## config.mk

```make
export PLATFORM = sky130hd
export DESIGN_NAME = serial_rotate_unit
export DESIGN_NICKNAME = d
export VERILOG_FILES = /design/src/rtl/serial_rotate_unit.sv
export SDC_FILE = /design/constraint.sdc
export NUM_CORES = 1
export LEC_CHECK = 0
export ABC_AREA = 1
export CORE_ASPECT_RATIO = 1.2
export CORE_UTILIZATION = 40
export CTS_CLUSTER_DIAMETER = 100
export DETAILED_ROUTE_END_ITERATION = 10
export GPL_TIMING_DRIVEN = 0
export SETUP_SLACK_MARGIN = 0.1
export SYNTH_ARGS = -nofsm -noshare
export SYNTH_HDL_FRONTEND = slang
export SYNTH_SLANG_ARGS = --single-unit
```

## constraint.sdc

```tcl
create_clock -name clk -period 2.5 [get_ports clk]
set_input_delay 0.25 -clock clk [delete_from_list [all_inputs] [get_ports clk]]
set_output_delay 0.25 -clock clk [all_outputs]
set_load 0.05 [all_outputs]
```

## src/rtl/serial_rotate_unit.sv

```systemverilog
// Multi-cycle SLL / SRA / ROR unit with start/busy/done handshake.
// Optional FAST_SHIFT_EN: moves 4 positions per clock while at least 4 remain.
module serial_rotate_unit #(
    parameter int unsigned WIDTH   = 16,
    parameter int unsigned SHAMT_W = 4
) (
    input  logic               clk,
    input  logic               rst_n,
    input  logic               start,
    input  logic [1:0]         mode,
    input  logic [WIDTH-1:0]   data_in,
    input  logic [SHAMT_W-1:0] shamt,
    output logic               busy,
    output logic               done,
    output logic [WIDTH-1:0]   data_out,
    output logic               err
);

    localparam logic [1:0] MODE_SLL = 2'b00;
    localparam logic [1:0] MODE_SRA = 2'b01;
    localparam logic [1:0] MODE_ROR = 2'b10;
    localparam logic [1:0] MODE_ILL = 2'b11;

    typedef enum logic [1:0] {
        IDLE  = 2'd0,
        SHIFT = 2'd1,
        DONE  = 2'd2
    } state_e;

    state_e             state_q, state_d;
    logic [WIDTH-1:0]   work_q, work_d;
    logic [SHAMT_W-1:0] count_q, count_d;
    logic [1:0]         mode_q, mode_d;
    logic [WIDTH-1:0]   data_out_q, data_out_d;
    logic               busy_q, busy_d;
    logic               done_q, done_d;
    logic               err_q, err_d;

    // One-position move of the working register for the latched operation.
    function automatic logic [WIDTH-1:0] shift1(input logic [1:0] m, input logic [WIDTH-1:0] v);
        logic [WIDTH-1:0] r;
        case (m)
            MODE_SLL: r = {v[WIDTH-2:0], 1'b0};
            MODE_SRA: r = {v[WIDTH-1], v[WIDTH-1:1]};
            MODE_ROR: r = {v[0], v[WIDTH-1:1]};
            default:  r = v;
        endcase
        return r;
    endfunction

    always_comb begin
        logic [SHAMT_W-1:0] step;
        state_d    = state_q;
        work_d     = work_q;
        count_d    = count_q;
        mode_d     = mode_q;
        data_out_d = data_out_q;
        err_d      = 1'b0;
        step       = SHAMT_W'(1);

        case (state_q)
            IDLE, DONE: begin
                state_d = IDLE;
                if (start) begin
                    mode_d  = mode;
                    work_d  = data_in;
                    count_d = shamt;
                    if (shamt == '0 || mode == MODE_ILL) begin
                        state_d    = DONE;
                        data_out_d = data_in;
                        err_d      = (mode == MODE_ILL);
                    end else begin
                        state_d = SHIFT;
                    end
                end
            end
            SHIFT: begin
                work_d = shift1(mode_q, work_q);
`ifdef FAST_SHIFT_EN
                if (count_q >= SHAMT_W'(4)) begin
                    work_d = shift1(mode_q, shift1(mode_q, shift1(mode_q, shift1(mode_q, work_q))));
                    step   = SHAMT_W'(4);
                end
`endif
                count_d = count_q - step;
                if (count_d == '0) begin
                    state_d    = DONE;
                    data_out_d = work_d;
                end
            end
            default: state_d = IDLE;
        endcase

        busy_d = (state_d == SHIFT);
        done_d = (state_d == DONE);
    end

    always_ff @(posedge clk or negedge rst_n) begin
        if (!rst_n) begin
            state_q    <= IDLE;
            work_q     <= '0;
            count_q    <= '0;
            mode_q     <= MODE_SLL;
            data_out_q <= '0;
            busy_q     <= 1'b0;
            done_q     <= 1'b0;
            err_q      <= 1'b0;
        end else begin
            state_q    <= state_d;
            work_q     <= work_d;
            count_q    <= count_d;
            mode_q     <= mode_d;
            data_out_q <= data_out_d;
            busy_q     <= busy_d;
            done_q     <= done_d;
            err_q      <= err_d;
        end
    end

    assign busy     = busy_q;
    assign done     = done_q;
    assign data_out = data_out_q;
    assign err      = err_q;

endmodule

```

==> metrics.md <==
| Metric | Value |
|---|---|
| Global Route Usage Sum | 0.206 |
| Drt drc | 0 |
| N_diodes | 0 |
| Tightest Hold Check Type | in -> async |
| Synth Register Bits | 43 |
| CP Capture Type | output port |
| Sink Count | 43 |
| Syn Inst Count | about 340 |
| RSZ-0062 raised after global routing | false |
| Area grow syn2layout | 27.4% |
| Vias in the first global route | between 2000 and 2500 |
| Pleak | ~1.6 nW |
| Die W | ~73 um |
| Drt total wl | 5730 um |
| Initial Util | 0.422 |
| R2R cell count | 10 |
| Synth top area share | 0.444 |
| Finish-stage setup viols | 0 |
| Placed cell area | around 0.003 mm2 |
| Total gr overflow | 0 |
| Post-DP HPWL | roughly 4200 um |
| WP data arrival | approximately 1.5 ns |
| Clock tree buffer depth | 2 |
| Seq/Total Area, Yosys | 0.444 |
| Period utilisation layout | 0.679 |
| Worst IR Drop VDD | 0.912 mV |
| Most frequent cells in the layout | nand2_1 (112), nor2_1 (62), nand3_1 (48) |
| Reg-to-reg startpoint | count_q[0] |
| Max_slew headroom | 0.629 |
| Mean Syn Cell Area | between 7 and 8 um2 |
| Antenna Violating Nets Remaining | 0 |
| Mapped Nets | around 370 |
| Most common cell after layout, fill and taps aside | nand2_1 |
| I/O Buffers | 43 |
| Std-Cell Rows | 30 |
| Crit path max fanout | 2 |
| Drt wl/cell | about 12 um |
| Tightest Pin Transition | between 0.5 and 0.6 ns |
| CP required | ~2.3 ns |
| H-tree depth | 2 |
| Startpoint types | flip-flop |
| Fraction of layout cells with a size suffix above 1 | 0.102 |
| Setup ws final | roughly 0.80 ns |
| Final Wtd Congestion | approximately 0.81 |
| CP delay by family, top | buffers and inverters |
| Via count | between 2000 and 2500 |
| Cell Chain, Critical Path | clkdlybuf4s50_1 |
| Netlist cell types | 21 |
| Clock Latency Late Sink | 0.29 ns |
| Fin. Hold Viols | 0 |
| Crit path time final | ~1.7 ns |
| DP Worst Slack | around 0.8 ns |
| Io pins | 44 |
| Post-cts sizing count | 0 |
| Yosys top cell by area | dfrtp_1 |
| CTS clock-pin slew for the worst setup and hold paths | 0.08 ns |
| Largest net degree at the start of global routing | 23 |
| Buf/Inv on CP | 1 |
| Most area-consuming cells after synthesis | dfrtp_1 (44%), nand2_1 (17%), nand3_1 (9.9%) |
| Fin. max-slew vios | 0 |
| DR iter-0 viols | around 100 |
| Die area | 0.00638 mm2 |
| Core Region | ~0.0057 mm2 |
| Util after Layout | 0.537 |
| Post-Place Cells | about 460 |
| First-pass GRT wire length | ~10000 um |
| Synth Cell Area | 0.00242 mm2 |
| FMAX | roughly 0.59 GHz |
| Non-Filler Instances | between 400 and 500 |
| Pwr dens | between 1500 and 2000 mW/mm2 |
| Initial antenna violation count | 0 |
| Final Net Count | around 420 |
| Post-route cell area | just over 0.003 mm2 |
| 1st-pass router iterations | 4 |
| Setup Skew | roughly 0.0053 ns |
| Syn. warnings | 0 |
| Max_cap viols | 0 |
| Num CTS Buffers | 5 |
| Die Ht | 87.3 um |
| Root Buffer | clkbuf_8 |
| Crit path kind | reg -> out |
| Critical path's largest stage delay | 0.80 ns |
| Vias per cell | about 4.7 |
| R2R setup slack | 0.84 ns |
| Status | finished clean |
| Critical Path Slowest Stage Cell | clkdlybuf4s50_1 |
| Critical R2R Capture | data_out[13] |
| CTS tree | built |
-- cell usage after synthesis --
master / count
nor2_4: 1
dfrtp_1: 43
inv_2: 4
nor2_8: 1
nand2_1: 112
o221ai_1: 2
nand3_1: 48
nand2_2: 7
a21oi_1: 3
buf_6: 4
nand3_4: 1
nor2_1: 62
ha_1: 2
a31oi_1: 1
o21ai_0: 7
buf_8: 1
nand2_4: 2
buf_4: 4
buf_2: 6
o211ai_1: 1
inv_1: 26
-- flip-flops by register name, summed over array words and instances (netlist names) --
| name | count |
|---|---|
| done | 1 |
| state_q | 2 |
| work_q | 16 |
| data_out | 16 |
| err | 1 |
| count_q | 4 |
| mode_q | 2 |
| busy | 1 |
-- repair_timing --
action / 4_1_cts / 5_1_grt
setup buffers: 0 / 0
hold buffers: 1 / 0
hold endpoints to repair: 21 / 0
-- area by class of cell --
| class | instances | area, um2 |
|---|---|---|
| buffer | 15 | 120 |
| clock buffer | 8 | 100 |
| fill | 604 | 2660 |
| inverter | 30 | 113 |
| multi-input combinational | 250 | 1110 |
| sequential | 43 | 1080 |
| tap | 80 | 100 |
| timing repair buffer | 45 | 463 |
-- routing by layer --
layer / wire length (um) / vias to the layer above / track usage
met5: 0 / - / 0
met4: 33 / 0 / 0.0481
met3: 264 / 2 / 0.0359
met2: 2870 / 58 / 0.359
met1: 2560 / 990 / 0.264
li1: - / 1156 / -
-- where the power goes --
group | total [W] | internal [W] | leakage, nW | switching (W)
clock | 0.000484 | 0.000252 | 0.0515 | 0.000232
sequential | 0.00130 | 0.00105 | 0.523 | 0.000244
combinational | 0.00291 | 0.00102 | 0.997 | 0.00189
total | 0.00469 | 0.00232 | 1.57 | 0.00237
-- how the worst max path moves through the flow --
stage / to / depth (start not counted) / from
after detailed placement: work_q[3] / 7 / start
final: data_out[1] / 1 / data_out[1]
after global routing: data_out[10] / 11 / count_q[0]
after CTS: data_out[3] / 1 / data_out[3]
after global placement: count_q[0] / 1 / rst_n
after floorplan: data_out[10] / 10 / count_q[0]
-- worst reg2reg max path, cell delays in order (launching register included) --
cell and delay (ns):
dfrtp_1 0.39, inv_1 0.14, ha_1 0.21, inv_1 0.05, nand2_1 0.06, nand2_2 0.07
nor2_4 0.11, nand3_4 0.15, buf_2 0.23, nand3_1 0.09, nand2_1 0.06
-- metrics by stage --
stage | power [W] | hold WS (ns) | TNS, ns
CTS | 0.00475 | 0.501 | 0
global placement | 0.00422 | 0.488 | -1.22
global route | 0.00516 | 0.529 | 0
detailed placement | 0.00425 | 0.277 | 0
finish | 0.00469 | 0.478 | 0
floorplan | 0.00344 | -0.0456 | 0
-- kinds of logic after synthesis --
logic type,synth area share
buffers and inverters,0.0960
adder cells (fa/ha/maj),0.0103
AO/OA/AOI/OAI,0.0336
flip-flops,0.444
AND/OR/NAND/NOR,0.416
No activity file was read; power rests on OpenSTA's default activity.
